## config.mk

```make
export PLATFORM = sky130hd
export DESIGN_NAME = control_memw_seq
export DESIGN_NICKNAME = d
export VERILOG_FILES = /design/src/rtl/control_memw_seq.sv
export SDC_FILE = /design/constraint.sdc
export NUM_CORES = 1
export LEC_CHECK = 0
export ABC_AREA = 1
export BUFFER_PORTS_ARGS = -buffer_cell sky130_fd_sc_hd__buf_2
export CAP_MARGIN = 20
export CORE_ASPECT_RATIO = 1.75
export CORE_MARGIN = 1
export CORE_UTILIZATION = 45
export DETAILED_ROUTE_END_ITERATION = 7
export PLACE_DENSITY = 0.66
export SYNTH_ARGS = -nofsm -noshare
export SYNTH_HDL_FRONTEND = slang
export SYNTH_SLANG_ARGS = --single-unit
```

## constraint.sdc

```tcl
create_clock -name clk -period 1.6 [get_ports clk]
set_clock_uncertainty 0.1 [all_clocks]
set_input_delay 0 -clock clk [delete_from_list [all_inputs] [get_ports clk]]
set_output_delay 0 -clock clk [all_outputs]
set_load 0.005 [all_outputs]
```

## src/rtl/control_memw_seq.sv

```systemverilog
// Purpose: weight-bank sequencer; issues bank read selects and delayed write-back selects per advance.
// Latency: read strobe 1 cycle after an accepted advance; matching write strobe WB_LAT cycles after that read.
// Backpressure: caller paces with advance (one bank per cycle max); abort cancels and drops pending writes.
module control_memw_seq #(
   parameter int NBANK  = 4,
   parameter int SEL_W  = 2,
   parameter int WB_LAT = 1,
   parameter int NPASS  = 2,
   parameter int PASS_W = 8
) (
   input  logic              clk,
   input  logic              rst,
   input  logic              start,
   input  logic              wb_mode,
   input  logic              advance,
   input  logic              abort,
   output logic              rden_MEMW,
   output logic [SEL_W-1:0]  rdslc_MEMW,
   output logic              wren_MEMW,
   output logic [SEL_W-1:0]  wrslc_MEMW,
   output logic              busy,
   output logic              done,
   output logic [PASS_W-1:0] pass_cnt
);

   typedef enum logic [2:0] {S_IDLE, S_PRIME, S_STREAM, S_DRAIN, S_DONE} state_t;

   state_t              state, state_nxt;
   logic [SEL_W-1:0]    bank;
   logic                wb_latched;
   logic [WB_LAT-1:0]   dl_vld;
   logic [SEL_W-1:0]    dl_sel [WB_LAT];

   logic                adv_acc;
   logic                bank_last;
   logic                start_acc;
   logic                push_vld;
   logic [PASS_W-1:0]   pass_inc;

   // Abort outranks advance, so a cancelled cycle never produces a read.
   assign adv_acc   = advance && !abort && (state == S_PRIME || state == S_STREAM);
   assign bank_last = (bank == SEL_W'(NBANK - 1));
   assign start_acc = start && (state == S_IDLE);
   assign push_vld  = adv_acc && (state == S_STREAM) && wb_latched;
   assign pass_inc  = pass_cnt + PASS_W'(1);

   // Next-state decode; start beats abort in IDLE, abort beats everything elsewhere.
   always_comb begin
      state_nxt = state;
      case (state)
         S_IDLE:   if (start) state_nxt = S_PRIME;
         S_PRIME: begin
            if (abort)                      state_nxt = S_IDLE;
            else if (adv_acc && bank_last)  state_nxt = S_STREAM;
         end
         S_STREAM: begin
            if (abort) state_nxt = S_IDLE;
            else if (adv_acc && bank_last && (pass_inc == PASS_W'(NPASS)))
               state_nxt = S_DRAIN;
         end
         S_DRAIN: begin
            if (abort)        state_nxt = S_IDLE;
            else if (~|dl_vld) state_nxt = S_DONE;
         end
         S_DONE:   state_nxt = S_IDLE;
         default:  state_nxt = S_IDLE;
      endcase
   end

   // State register.
   always_ff @(posedge clk or negedge rst) begin
      if (!rst) state <= S_IDLE;
      else      state <= state_nxt;
   end

   // Bank pointer, pass counter and latched write-back mode.
   always_ff @(posedge clk or negedge rst) begin
      if (!rst) begin
         bank       <= '0;
         pass_cnt   <= '0;
         wb_latched <= 1'b0;
      end else if (start_acc) begin
         bank       <= '0;
         pass_cnt   <= '0;
         wb_latched <= wb_mode;
      end else if (abort) begin
         bank       <= '0;
      end else if (adv_acc) begin
         bank <= bank_last ? '0 : bank + SEL_W'(1);
         if (state == S_STREAM && bank_last) pass_cnt <= pass_inc;
      end
   end

   // Write-back delay line; the output register forms the final stage, so depth WB_LAT gives WB_LAT cycles.
   always_ff @(posedge clk or negedge rst) begin
      if (!rst) begin
         dl_vld <= '0;
         for (int i = 0; i < WB_LAT; i++) dl_sel[i] <= '0;
      end else if (abort) begin
         dl_vld <= '0;
      end else begin
         dl_vld[0] <= push_vld;
         dl_sel[0] <= bank;
         for (int i = 1; i < WB_LAT; i++) begin
            dl_vld[i] <= dl_vld[i-1];
            dl_sel[i] <= dl_sel[i-1];
         end
      end
   end

   // Registered outputs; selects hold their last value while the strobes are low.
   always_ff @(posedge clk or negedge rst) begin
      if (!rst) begin
         rden_MEMW  <= 1'b0;
         rdslc_MEMW <= '0;
         wren_MEMW  <= 1'b0;
         wrslc_MEMW <= '0;
         busy       <= 1'b0;
         done       <= 1'b0;
      end else begin
         rden_MEMW <= adv_acc;
         if (adv_acc) rdslc_MEMW <= bank;
         wren_MEMW <= dl_vld[WB_LAT-1] && !abort;
         if (dl_vld[WB_LAT-1] && !abort) wrslc_MEMW <= dl_sel[WB_LAT-1];
         busy <= (state_nxt == S_PRIME) || (state_nxt == S_STREAM) || (state_nxt == S_DRAIN);
         done <= (state_nxt == S_DONE);
      end
   end

endmodule

```

* Yosys cells after proc, flatten, opt, wreduce, memory -nomap -nowiden
Index checks and enable logic that the tools add are counted.
** Storage, ports and cells
- Register bits :: 25
- Input port bits :: 6
- Output and inout port bits :: 16
- Word-level logic and storage cells :: 59
** Cells by class
- Add/subtract/negate cells :: 2
- Eq/ne operators :: 10
- Multiplexer cells :: 17
- Reduce and logical (&&, ||, !) cells :: 18
** Operator list (number)
- 8-bit 2-to-1 mux :: 4
- 3-bit 2-to-1 mux :: 7
- 3-bit by 2-bit equality test with 1-bit output (second input constant) :: 4
- 3-bit one-hot mux with 4 select lines :: 1
- 1-bit logical AND :: 9
- 8-bit by 1-bit adder with 8-bit output (second input constant) :: 1
- 8-bit by 2-bit equality test with 1-bit output (second input constant) :: 1
- 2-bit 2-to-1 mux :: 4
- 3-bit by 1-bit equality test with 1-bit output (second input constant) :: 2
- 2-bit nonzero test :: 2
- 3-bit equality test (second input constant) :: 1
- 3-bit logical NOT :: 1
- 1-bit logical OR :: 3
- 3-bit AND reduction :: 1
- 3-bit nonzero test :: 1
- 2-bit by 1-bit adder with 2-bit output (second input constant) :: 1
- 2-bit equality test (second input constant) :: 1
- 2-bit by 1-bit != test with 1-bit output (second input constant) :: 1
- 1-bit logical NOT :: 1
- 1-bit 2-to-1 mux :: 1

* Longest topological paths before layout
Gate-level depths: netlist (run 1).
- Word-level depth :: 11
- Gate-level depth with buffers :: 9
- Gate-level depth less buffers :: 9

* Worst setup path before layout (run 1)
OpenSTA, ideal clock, no wires.
- Path type :: register -> register
- Start point :: register pass_cnt[0]
- End point :: register busy
- Arrival :: 1.131 ns
- Path slack :: 0.240 ns
- Stages on the path, launching flop included :: 9
- Clock period less this slack :: 1.360 ns
- Path through :: dfrtp_1 -> ha_1 -> nand3_1 -> nor2_1 -> nand2_1 -> nand2_1 -> nor2_1 -> nand3_1 -> nand3_1
** Between the ends
- Longest elaborated chain between the ends :: 9
- Elaborated cells between the ends (all ways) :: 11
- Those cells by class :: add/sub: 1; eq/ne: 4; mux: 3; reduce/logical: 3
** RTL lines
- start: declaration :: line 23 : output logic [PASS_W-1:0] pass_cnt
- start signal: assignment :: line 90 : if (state == S_STREAM && bank_last) pass_cnt <= pass_inc;
- 8-bit by 1-bit adder with 8-bit output (*) :: line 45 : assign pass_inc = pass_cnt + PASS_W'(1);
- 8-bit by 2-bit equality test with 1-bit output (*) :: line 58 : else if (adv_acc && bank_last && (pass_inc == PASS_W'(NPASS)))
- 1-bit logical AND (*) :: line 58
- 3-bit 2-to-1 mux (*) :: line 58
- 3-bit 2-to-1 mux (*) :: line 57 : if (abort) state_nxt = S_IDLE;
- 3-bit one-hot mux with 4 select lines (*) :: line 50 : case (state)
- 3-bit by 1-bit equality test with 1-bit output / 3-bit by 2-bit equality test with 1-bit output (equally long branches) :: line 125 : busy <= (state_nxt == S_PRIME) || (state_nxt == S_STREAM) || (state_nxt == S_DRAIN);
- 1-bit logical OR :: line 125
- 1-bit logical OR (*) :: line 125
- end signal: assignment :: line 125
- end: declaration :: line 21 : output logic busy,
Every way passes the cells marked *; elsewhere a longest branch is shown, timed or not.
A chain may end at the register's enable or synchronous reset.

* Worst setup path after layout (run 1)
- Start point :: register state[1]
- End point :: register pass_cnt[7]
** Between the ends
- Longest elaborated chain between the ends :: 5
- Elaborated cells between the ends (all ways) :: 12
- Those cells by class :: eq/ne: 3; mux: 1; reduce/logical: 8
** RTL lines
- start: declaration :: line 28 : state_t state, state_nxt;
- start signal: assignment :: line 73 : else state <= state_nxt;
- 3-bit by 1-bit equality test with 1-bit output / 3-bit by 2-bit equality test with 1-bit output (equally long branches) :: line 41, 90
- 1-bit logical OR :: line 41 : assign adv_acc = advance && !abort && (state == S_PRIME || state == S_STREAM);
- 1-bit logical AND :: line 41
- 2-bit nonzero test (no line)
- 3-bit AND reduction (no line)
Several ways; a longest one is shown, not always the timed one.

==> qor.csv, run 1 <==
metric;value;unit
Slew @ Worst Pin;562;ps
Leak;0.778;nW
GRT Residual Overflow;0;
Root Driver;clkbuf_8;
Final Util;55.6;%
top cells by instance count after synthesis;nand2_1 (38), dfrtp_1 (25), inv_1 (19);
top cell type by total area after synthesis;dfrtp_1;
pre-CTS setup slack;127;ps
Post-synth EDFFs;0;
Avg Inst Size Synth;8.74;um^2
residual DRC count;0;
largest net degree at the start of global routing;26;
DR pass1 iterations;4;
IO Port Bufs;21;
Vias;1045;
H-tree depth;1;
WP data required;1670;ps
Clock Latency Late Sink;270;ps
GP Congestion;0.853;
antenna cells;0;
Min-Delay Path Depth;3;
CP endpoint kind;flop;
fin nets;184;
top cells by area, synth;dfrtp_1 (49%), nand2_1 (11%), inv_1 (5.6%), nand3_1 (4.3%), o21ai_2 (3.5%);
fin crit share;90.5;%
Final Hold Fails;0;
cells on worst reg2reg path;8;
die area;3040;um^2
Synth top area share;49.4;%
antenna violations before repair;0;
Async S/R FF share, synth;100;%
worst hold slack;97.8;ps
first-pass GRT wire length;4400;um
fin crit period;1450;ps
drt wl/cell;12.6;um
vias per cell;5.20;
fin worst setup slack;152;ps
max cap viols;0;
HP Class;primary input to flop;
Critical Path Start Type;flop;
Worst Path Buf+Inv;1;
top_reg_cell synth;dfrtp_1;
Max Slew Vio Count;0;
Routed Antenna Nets;0;
cts bufs inserted;3;
height of the chip;72.2;um
core area;2690;um^2
Arr. time, crit path;1520;ps
Cells after Synth;145;
Max VDD drop;452;uV
Post-Route WL;2540;um
most frequent cell after synthesis;nand2_1;
Max-slew headroom;62.5;%
setup TNS;0;ps
Crit-path slowest cell;dfrtp_1;
Yosys reg bits;25;
fmax;691;MHz
crit-path cells;nor2_2 > nand2_1 > nand2_2 > nand3_4 > inv_4 > nand2_8 > nand2_4 > o21ai_2;
Worst Path Max Fanout;8;
Die Wd;42.1;um
crit-path leading delay family;simple AND/OR/NAND/NOR gates;
Setup CP Type;flop to flop;
Clock Tree Buf Depth;2;
post-DP HPWL;2000;um
Site Rows;25;
Ports;22;
CP max stage delay;440;ps
post-synthesis sequential area ratio;49.4;%
Total GRT Usage;18.9;%
layout cell share with drive strength beyond 1;27.0;%
Netlist cell types;27;
area grow syn2layout;18.1;%
Post-Syn Area;1270;um^2
syn_nets;154;
drt initial violations;14;
Initial Utilization;47.1;%
# setup viols final;0;
number of global-route vias before repair;1092;
Sink Count;25;
Critical Path Stages;8;
RSZ-0062 raised after global routing;false;
Power Dens Cells;790;nW/um^2
CTS tree;done;
status;finished, final reports clean;
Yosys warning count;0;
clock slew at reported path FFs;90;ps
[per-layer routing]
metal | routed length, um | share of wire, % | vias up | GRT usage [%]
li1 | - | - | 517 | -
met1 | 912 | 36 | 496 | 17.4
met2 | 1490 | 59 | 23 | 37.7
met3 | 49 | 1.9 | 9 | 1.74
met4 | 82 | 3.2 | 0 | 11.8
met5 | 0 | 0 | - | 0
[kinds of logic (layout without fill, tap and decap cells)]
logic type / after synthesis / in the layout / share of synthesized area (%)
AOI/OAI and AO/OA: 18 / 18 / 8.59
xor gates and xnor gates: 1 / 1 / 0.691
adders and majority gates: 3 / 3 / 2.96
buffers and inverters: 24 / 53 / 8.00
DFF: 25 / 25 / 49.4
muxes: 1 / 1 / 0.888
and+or+nand+nor: 73 / 73 / 29.5
[placed cells by master, fill, tap and decap left out, types with 2 or more instances in the layout]
cell type and instances:
nor4_1 2, clkbuf_8 3, o21ai_1 7, o21ai_2 5, nand3_2 2, inv_2 2, buf_2 21, a21oi_1 2
nor2_4 2, nand3_1 11, dfrtp_1 24, dlygate4sd3_1 4, o21ai_0 4, nor2_1 9, inv_1 19, nand2_2 2
nand2_1 38, ha_1 2
[metrics by stage]
| step | power, W | area, um^2 | cells |
|---|---|---|---|
| after floorplan | 0.000759 | 1270 | 145 |
| after global placement | 0.000804 | 1400 | 192 |
| after detailed placement | 0.000809 | 1400 | 192 |
| after CTS | 0.00119 | 1490 | 200 |
| after global routing | 0.00122 | 1500 | 201 |
| final | 0.00118 | 1500 | 201 |
[registers in the layout, indices dropped and copies added (netlist names)]
signal,count
done,1
rdslc_MEMW,2
wren_MEMW,1
rden_MEMW,1
pass_cnt,8
dl_vld,1
wrslc_MEMW,2
dl_sel,2
wb_latched,1
bank,2
state,3
busy,1
[report_power, final]
part	internal (W)	switching, W
clock network	0.000175	0.000206
logic	0.0000452	0.0000777
registers	0.000661	0.0000169
[repair_timing]
item                                    in CTS  in global routing
hold endpoints to repair                    31                  0
endpoints found under the setup margin       0                  2
gates resized for setup                      0                  2
hold buffers                                 4                  0
buffers inserted                             0                  1
[path summary, 6_finish.rpt]
path	from	end	slack (ps)
worst max register to register	state[1]$_DFF_PN0_	pass_cnt[7]$_DFFE_PN0P_	150
max in group asynchronous	rst	pass_cnt[0]$_DFFE_PN0P_	850
min in group asynchronous	rst	pass_cnt[6]$_DFFE_PN0P_	150
worst min-delay path	start	wb_latched$_DFFE_PN0P_	100
worst max-delay path	state[1]$_DFF_PN0_	pass_cnt[7]$_DFFE_PN0P_	150
worst min register to register	dl_vld$_DFF_PN0_	state[2]$_DFF_PN0_	380
[final cells by class]
| type | instances | area (um^2) |
|---|---|---|
| fillers | 245 | 1190 |
| flip-flops and latches | 25 | 627 |
| multi-input cells | 96 | 543 |
| repair buffers | 26 | 153 |
| inverters | 23 | 93.8 |
| clock buffers | 3 | 41.3 |
| well taps | 27 | 33.8 |
| clock inverters | 1 | 5.00 |
[worst reg2reg max path, stage by stage, from the launching register on]
cell and delay (ps):
dfrtp_1 440, nor2_2 130, nand2_1 110, nand2_2 120, nand3_4 100, inv_4 90, nand2_8 70, nand2_4 120
o21ai_2 70
Power figures use the tool's default switching activity.
==> run 2, diff against run 1 <==
--- a/config.mk
+++ b/config.mk
@@ -12,5 +12,5 @@
 export CORE_MARGIN = 1
-export CORE_UTILIZATION = 45
+export CORE_UTILIZATION = 54
 export DETAILED_ROUTE_END_ITERATION = 7
-export PLACE_DENSITY = 0.66
+export PLACE_DENSITY = 0.77
 export SYNTH_ARGS = -nofsm -noshare
==> constraint.sdc (replaced) <==
create_clock -name clk -period 1.6 [get_ports clk]
set_clock_uncertainty 0.1 [all_clocks]
set_input_delay 0.16 -clock clk [delete_from_list [all_inputs] [get_ports clk]]
set_output_delay 0.16 -clock clk [all_outputs]
set_load 0.005 [all_outputs]
==> run 2 against run 1 <==
Net effect:
- core utilization up 12 points
- routed wire length is 6.0% lower
- sequential share of layout area is 1.5 points higher
- global-route usage is 3.0 points higher
- critical path type unchanged
==> qor.csv, run 2 (same netlist as run 1, synthesis figures left out) <==
metric;value;unit;change
status;finished, final reports clean;;
Max Slew Vio Count;0;;unchanged
die area;2550;um^2;-16%
drt initial violations;12;;-2
met1 WL;877;um;-3.8%
routed length on met2;1420;um;-4.8%
IO Port Bufs;21;;unchanged
largest net degree at the start of global routing;26;;unchanged
Worst Setup SP;pass_cnt[0]$_DFFE_PN0P_;;
CTS tree;done;;
max cap viols;0;;unchanged
area grow syn2layout;13.8;%;
fin crit share;93.1;%;+2.6 points
Sink Count;25;;unchanged
Initial Utilization;59.0;%;+12 points
Arr. time, crit path;1650;ps;+130 ps
first-pass GRT wire length;3990;um;-9.4%
number of global-route vias before repair;976;;-11%
max reg flops;8;;unchanged
residual DRC count;0;;unchanged
# setup viols final;0;;unchanged
startpoint of the worst hold path;advance;;
post-DP HPWL;1880;um;-5.9%
Vias;1006;;-3.7%
Max Used Layer;met4;;
Leak;0.761;nW;-2.2%
antenna cells;0;;unchanged
most flop-heavy register;pass_cnt;;
Total GRT Usage;21.8;%;+3.0 points
WL met3;52;um;+6.1%
height of the chip;66.1;um;-8.5%
Clock Latency Late Sink;310;ps;+40 ps
crit-path cells;ha_1 > nand3_1 > nand2_1 > nand2_1 > nand3_1 > nor2_1 > nand3_1 > nand3_1;;
Final Util;67.2;%;+12 points
Final Hold Fails;0;;unchanged
cts bufs inserted;3;;unchanged
fin nets;181;;-1.6%
Largest regs;pass_cnt x8, state x3;;
CP max stage delay;450;ps;about the same
clock slew at reported path FFs;130;ps;+40 ps
Die Wd;38.6;um;-8.3%
WP data required;1760;ps;+90 ps
GP Congestion;0.834;;-2.3%
Max VDD drop;573;uV;+27%
Routed Antenna Nets;0;;unchanged
commonest non-fill, non-tap cells in the layout;nand2_1 (38), dfrtp_1 (25), buf_2 (21);;
core area;2150;um^2;-20%
cells on worst reg2reg path;8;;unchanged
Worst Path Max Fanout;6;;-2
reg-to-reg endpoint;busy$_DFF_PN0_;;
Critical R2R Launch;pass_cnt[0]$_DFFE_PN0P_;;
Clock Tree Buf Depth;2;;unchanged
antenna violations before repair;0;;unchanged
Slew @ Worst Pin;536;ps;-26.4 ps
post-CTS setup buffer count;0;;unchanged
layout cell share with drive strength beyond 1;25.7;%;-1.3 points
CP endpoint kind;flop;;
CP most frequent cell;nand3_1;;
DR pass1 iterations;4;;unchanged
H-tree depth;1;;unchanged
fin crit period;1490;ps;+41.4 ps
Max-slew headroom;64.3;%;+1.8 points
Critical Path Start Type;flop;;
crit-path leading delay family;simple AND/OR/NAND/NOR gates;;
reg2reg setup slack;110;ps;-40 ps
Root Driver;clkbuf_4;;
Setup CP Type;flop to flop;;
RSZ-0062 raised after global routing;false;;
Power Dens Cells;740;nW/um^2;-6.3%
Worst Path Buf+Inv;0;;-1
setup TNS;0;ps;unchanged
worst setup path end;busy$_DFF_PN0_;;
drt wl/cell;12.2;um;-3.1%
Ports;22;;unchanged
vias per cell;5.16;;-0.77%
Critical Path Stages;8;;unchanged
Site Rows;22;;-12%
fmax;672;MHz;-2.8%
most common cell after layout, fill and taps aside;nand2_1;;
Post-Route WL;2390;um;-6.0%
Crit-path slowest cell;dfrtp_1;;
GRT Residual Overflow;0;;unchanged
HP Class;primary input to flop;;
run 2: cell count changes in the layout (fill, tap and decap cells not counted), sizes merged:
cell,previous run,this run
buf,22,21
dlygate4sd3,4,2
run 2: worst min path at each step:
stage / endpoint / slack, ps / cells after the start
finish: dl_vld$_DFF_PN0_ / 100 / 5
global route: done$_DFF_PN0_ / 100 / 2
CTS: dl_vld$_DFF_PN0_ / 80 / 5
detailed placement: pass_cnt[2]$_DFFE_PN0P_ / 80 / 1
global placement: pass_cnt[2]$_DFFE_PN0P_ / 70 / 1
floorplan: bank[0]$_DFFE_PN0P_ / -240 / 0
run 2: cell type report:
cell class	count	area (um^2)
Clock buffer	3	22.5
Clock inverter	1	5.00
Fill cell	176	704
Inverter	23	93.8
Multi-Input combinational cell	96	541
Sequential cell	25	626
Tap cell	24	30.0
Timing Repair Buffer	23	125
run 2: what timing repair did:
item,in CTS,in global routing
resized for setup,0,0
endpoints found under the hold margin,26,0
hold buffers,2,0
run 2: power by group:
group | internal (W) | leakage [nW] | switching (W)
sequential | 0.000661 | 0.341 | 0.0000152
combinational | 0.0000423 | 0.403 | 0.0000762
clock | 0.0000934 | 0.0177 | 0.000179
run 2: through the flow:
stage | instances | power (W) | area [um^2] | setup WS [ps] | hold WS [ps]
finish | 195 | 0.00107 | 1440 | 111 | 96.0
global placement | 189 | 0.000801 | 1400 | 195 | 71.2
CTS | 195 | 0.00108 | 1440 | 89.0 | 82.2
detailed placement | 189 | 0.000805 | 1400 | 121 | 79.1
floorplan | 145 | 0.000759 | 1270 | 240 | -236
global route | 195 | 0.00112 | 1440 | 6.62 | 98.3
run 2: worst reg2reg max path, delay by kind of cell (launching register included):
kind          cells  cell delay, ps
fa+ha+maj         1             260
flops             1             450
simple gates      7             620
run 2: metal layers:
layer	vias up	global-route usage (%)
li1	508	-
met1	476	23.3
met2	18	41.3
met3	4	2.02
met4	0	7.76
met5	-	0
